**src/rtl/spi_arb_pkg.sv**
```systemverilog
// Shared types and constants for the SPI engine port arbiter.
package spi_arb_pkg;

  localparam int unsigned ADDR_W = 16;
  localparam int unsigned DATA_W = 8;

  typedef enum logic [1:0] {
    ST_IDLE = 2'd0,
    ST_WAIT = 2'd1,
    ST_GAP  = 2'd2
  } arb_state_e;

  localparam logic ID_FETCH = 1'b0;
  localparam logic ID_DATA  = 1'b1;

  localparam logic [DATA_W-1:0] ERR_BYTE = 8'hFF;

endpackage

```
**src/rtl/spi_port_arbiter.sv**
```systemverilog
// Round-robin arbiter between instruction fetch and data reads for the shared
// SPI byte-read engine, with inter-transaction gap and completion timeout.
module spi_port_arbiter
  import spi_arb_pkg::*;
#(
  parameter int unsigned GAP_CYCLES = 1,
  parameter int unsigned TIMEOUT    = 255
) (
  input  logic              clk,
  input  logic              rst_n,
  input  logic              f_req,
  input  logic [ADDR_W-1:0] f_addr,
  output logic              f_gnt,
  output logic              f_rvalid,
  input  logic              d_req,
  input  logic [ADDR_W-1:0] d_addr,
  output logic              d_gnt,
  output logic              d_rvalid,
  output logic [DATA_W-1:0] rdata,
  output logic              rerr,
  output logic              eng_start,
  output logic [ADDR_W-1:0] eng_addr,
  input  logic              eng_busy,
  input  logic              eng_done,
  input  logic [DATA_W-1:0] eng_data,
  output logic              busy
);

  localparam int unsigned TO_W  = ($clog2(TIMEOUT + 1) < 1) ? 1 : $clog2(TIMEOUT + 1);
  localparam int unsigned GAP_W = ($clog2(GAP_CYCLES + 1) < 1) ? 1 : $clog2(GAP_CYCLES + 1);
  localparam logic [TO_W-1:0]  TO_LAST  = TO_W'(TIMEOUT - 1);
  localparam logic [GAP_W-1:0] GAP_LAST = GAP_W'((GAP_CYCLES == 0) ? 0 : GAP_CYCLES - 1);

  arb_state_e        state;
  logic              cur_id;
  logic              last_id;
  logic [TO_W-1:0]   to_cnt;
  logic [GAP_W-1:0]  gap_cnt;

  logic              req_any_c;
  logic              win_id_c;
  logic [ADDR_W-1:0] win_addr_c;

  // Winner selection: a lone requester wins, a tie goes to whoever was not granted last.
  always_comb begin
    req_any_c = f_req | d_req;
    win_id_c  = ID_DATA;
    if (f_req && d_req) begin
      win_id_c = (last_id == ID_DATA) ? ID_FETCH : ID_DATA;
    end else if (f_req) begin
      win_id_c = ID_FETCH;
    end
    win_addr_c = (win_id_c == ID_FETCH) ? f_addr : d_addr;
  end

  always_ff @(posedge clk) begin
    if (!rst_n) begin
      state     <= ST_IDLE;
      cur_id    <= ID_FETCH;
      last_id   <= ID_DATA;
      to_cnt    <= '0;
      gap_cnt   <= '0;
      f_gnt     <= 1'b0;
      d_gnt     <= 1'b0;
      f_rvalid  <= 1'b0;
      d_rvalid  <= 1'b0;
      rdata     <= '0;
      rerr      <= 1'b0;
      eng_start <= 1'b0;
      eng_addr  <= '0;
      busy      <= 1'b0;
    end else begin
      f_gnt     <= 1'b0;
      d_gnt     <= 1'b0;
      f_rvalid  <= 1'b0;
      d_rvalid  <= 1'b0;
      eng_start <= 1'b0;
      case (state)
        ST_IDLE: begin
          if (req_any_c && !eng_busy) begin
            state     <= ST_WAIT;
            busy      <= 1'b1;
            eng_start <= 1'b1;
            eng_addr  <= win_addr_c;
            cur_id    <= win_id_c;
            last_id   <= win_id_c;
            f_gnt     <= (win_id_c == ID_FETCH);
            d_gnt     <= (win_id_c == ID_DATA);
            to_cnt    <= '0;
          end
        end
        ST_WAIT: begin
          // A done arriving on the final counted cycle still beats the timeout.
          if (eng_done || (to_cnt == TO_LAST)) begin
            rdata    <= eng_done ? eng_data : ERR_BYTE;
            rerr     <= !eng_done;
            f_rvalid <= (cur_id == ID_FETCH);
            d_rvalid <= (cur_id == ID_DATA);
            to_cnt   <= '0;
            gap_cnt  <= '0;
            if (GAP_CYCLES == 0) begin
              state <= ST_IDLE;
              busy  <= 1'b0;
            end else begin
              state <= ST_GAP;
            end
          end else begin
            to_cnt <= to_cnt + TO_W'(1);
          end
        end
        ST_GAP: begin
          if (gap_cnt == GAP_LAST) begin
            state   <= ST_IDLE;
            busy    <= 1'b0;
            gap_cnt <= '0;
          end else begin
            gap_cnt <= gap_cnt + GAP_W'(1);
          end
        end
        default: begin
          state <= ST_IDLE;
          busy  <= 1'b0;
        end
      endcase
    end
  end

endmodule
```
**config.mk**
```make
export PLATFORM = sky130hd
export DESIGN_NAME = spi_port_arbiter
export DESIGN_NICKNAME = d
export VERILOG_FILES = /design/src/rtl/spi_arb_pkg.sv /design/src/rtl/spi_port_arbiter.sv
export SDC_FILE = /design/constraint.sdc
export NUM_CORES = 1
export LEC_CHECK = 0
export CORE_AREA = 2 2 72 74
export DETAILED_ROUTE_END_ITERATION = 8
export DIE_AREA = 0 0 74 76
export GPL_TIMING_DRIVEN = 0
export PLACE_DENSITY_LB_ADDON = 0.2
export SLEW_MARGIN = 20
export SYNTH_ARGS = -nofsm -noshare
export SYNTH_HDL_FRONTEND = slang
export SYNTH_SLANG_ARGS = --single-unit
```
**constraint.sdc**
```tcl
create_clock -name clk -period 1.4 [get_ports clk]
set_input_delay 0.14 -clock clk [delete_from_list [all_inputs] [get_ports clk]]
set_output_delay 0.14 -clock clk [all_outputs]
set_load 0.1 [all_outputs]
```
==> impl_metrics.ini <==
[finish]
fin_area_um2 = 2800
n_antenna_cell = 0
drive_gt1_frac = 0.280
syn2layout_area_growth_pct = 57.2
fillers = 462
nets = 315
stdcell_count = 338

[detailed_routing]
wl_met2_um = 1910
top_layer_used = met4
wl_per_cell_um = 12.1
wl_met1_um = 1830
dr_wl_met3_um = 337
drc = 0
drt_iter0_drc = 41
vias = 1568
viasPerCell = 4.64
wirelength_um = 4100
ant_nets = 0
drt_pass1_iterations = 5

[floorplanning]
die_y_um = 76
core-area_um2 = 4910
start_util = 0.362
dieArea_um2 = 5620
num_rows = 26
die_w_um = 74
io_pins = 77

[worst_setup_path]
crit_path_cell_trace = inv_1 -> ha_2 -> nand3_2 -> o21ai_2 -> and2_4 -> buf_6 -> o221a_2
cp-end-kind = flip-flop
arrival_ns = 1.53
start_kind = flip-flop
critical-path-slowest-cell = dfxtp_4
critical_path.max_fanout = 5
max_stage_delay_ns = 0.35
cp.required_ns = 1.58
rrSetupSlack_ns = 0.05
worst-setup-path-type = flip-flop to flip-flop

[clock_network]
clk_latency_ns = 0.29
clk_pin_slew_worst_paths_ns = 0.08
clkSinkCount = 43
cts-root-buf = clkbuf_8
ctsHoldBuffers = 0
clockBufferDepth = 2
cts_tree = built
numCtsBuffers = 5
htreeDepth = 2

[power_and_ir_drop]
ir_drop_uv = 600
powerDensity_nw_per_um2 = 1050
leakage_uw = 0.00113

[synth]
ys_ff_latch = 43
synth_top_family_by_area = compound AO/OA/AOI/OAI gates
synth_edf_count = 0
synth_top_area_cell = dfxtp_1
ys_seq_area_frac = 0.484
synth_compound_area_frac = 0.194
syn-cell-area_um2 = 1780
synth_top_area_share = 0.484
yosys.area_share.simple = 0.148
synthXorXnorAreaFrac = 0.00493
ys_async_sr_fraction = 0
synth_ff_type = dfxtp_1
yosysMostFrequentCell = dfxtp_1
synthAdderAreaFrac = 0.0141
synth_top_cells_by_area = dfxtp_1 (48%), mux2i_1 (9.6%), nand2_1 (5.7%), o221a_2 (5.1%), o21ai_0 (4.5%)
syn_avg_cell_area_um2 = 9.72
synth.area.mux_share = 0.0957
yosysWarningCount = 0
post_synth_inst_count = 183
synth_cell_type_count = 40
syn-num-nets = 231
ys_top_cells_by_count = dfxtp_1 (43), nand2_1 (27), mux2i_1 (17)

[grt]
grt_pass1_wl_um = 7070
grt_max_degree = 14
antenna_found_initial = 0
grt_pass1_vias = 1571
grt-ovfl-total = 0
grt_usage = 0.158

[place]
io_buffers = 75
place_congestion = 0.747
dpl-instance-area_um2 = 2620
hpwlAfterDp_um = 3040
dp.cells = 328

[timing]
slew_headroom = 0.630
setup_violations = 0
rsz0062_at_grt = true
drv_slew = 0
fin_setup_tns_ns = 0
worstMarginPinSlew_ns = 0.557
max_freq_mhz = 739
fin_worst_skew_ns = 0.00677
hold_viol_final = 0
whs_ns = 0.134
min_period_ns = 1.35
fin_crit_sh = 0.966

[hold_path]
min_path_type = input pin to flip-flop

[status]
outcome = finished, final reports clean

[run]
drv_cap = 0
worst max-delay path: cells and delay by family, from the launching register on:
kind / cells / cell delay (ns)
DFF: 1 / 0.35
and+or+nand+nor: 2 / 0.26
AOI/OAI and AO/OA: 2 / 0.31
buffers and inverters: 2 / 0.16
adders and majority gates: 1 / 0.17
worst paths after layout:
check,startpoint,endpoint,cells after the start
worst max-delay path,to_cnt[0]$_SDFFE_PN0P_,rdata[6]$_SDFFE_PN0P_,7
worst min-delay path,rst_n,to_cnt[1]$_SDFFE_PN0P_,2
worst max register to register,to_cnt[0]$_SDFFE_PN0P_,rdata[6]$_SDFFE_PN0P_,7
worst min register to register,eng_addr[2]$_SDFFE_PN0P_,eng_addr[2]$_SDFFE_PN0P_,2
per-stage QoR:
step	total power, uW	worst slack (ns)	util
detailed placement	2210	-0.279	0.533
CTS	2960	0.00678	0.560
floorplan	1930	0.0183	-
global placement	2210	-0.234	0.533
finish	2930	0.0470	0.569
global route	3060	-0.000248	0.569
state kept, by name, summed over array words and instances, names as in the netlist, 2 cells and up:
register	cells
to_cnt	8
state	2
rdata	8
eng_addr	16
power breakdown:
part | leakage [uW] | switching, uW | internal, uW | total (uW)
clock | 0.0000412 | 406 | 349 | 755
sequential | 0.000353 | 36.0 | 1290 | 1320
combinational | 0.000739 | 567 | 281 | 849
logic make-up after synthesis:
| group | Yosys count |
|---|---|
| AND/OR/NAND/NOR | 52 |
| AO/OA/AOI/OAI | 49 |
| flip-flops | 43 |
| buffers and inverters | 19 |
| multiplexers | 17 |
| adder cells (fa/ha/maj) | 2 |
| XOR/XNOR | 1 |
repair_timing:
action,CTS,global route
setup endpoints to repair,41,25
gates cloned,0,1
gates resized for setup,95,15
pin swaps,0,0
setup buffers,1,0
per-layer routing:
| layer | global-route usage | vias up |
|---|---|---|
| li1 | - | 816 |
| met3 | 0.0648 | 2 |
| met4 | 0.0382 | 0 |
| met1 | 0.199 | 694 |
| met2 | 0.248 | 56 |
| met5 | 0 | - |
area by class of cell:
cell class / count / area [um2] / area share
clock buffers: 6 / 72.6 / 0.0260
plain buffers: 10 / 75.1 / 0.0269
clock inverters: 2 / 12.5 / 0.00448
inverters: 9 / 33.8 / 0.0121
flip-flops and latches: 43 / 871 / 0.312
well taps: 70 / 87.6 / 0.0313
multi-input cells: 121 / 833 / 0.298
repair buffers: 77 / 810 / 0.290
cell usage in the layout, fill, tap and decap left out, drive strengths merged, types with 2 or more instances in the layout:
cell type and count:
ha 2, and3 4, clkbuf 8, nand3 5, mux2i 17, and3b 2, nor2b 2, a21oi 3
clkdlybuf4s50 43, dfxtp 43, and4 2, nand2 27, a31oi 4, nor2 5, o211a 2, inv 9
o221a 8, buf 10, o21ai 22, clkdlybuf4s15 30
(Power assumes the default switching activity.)
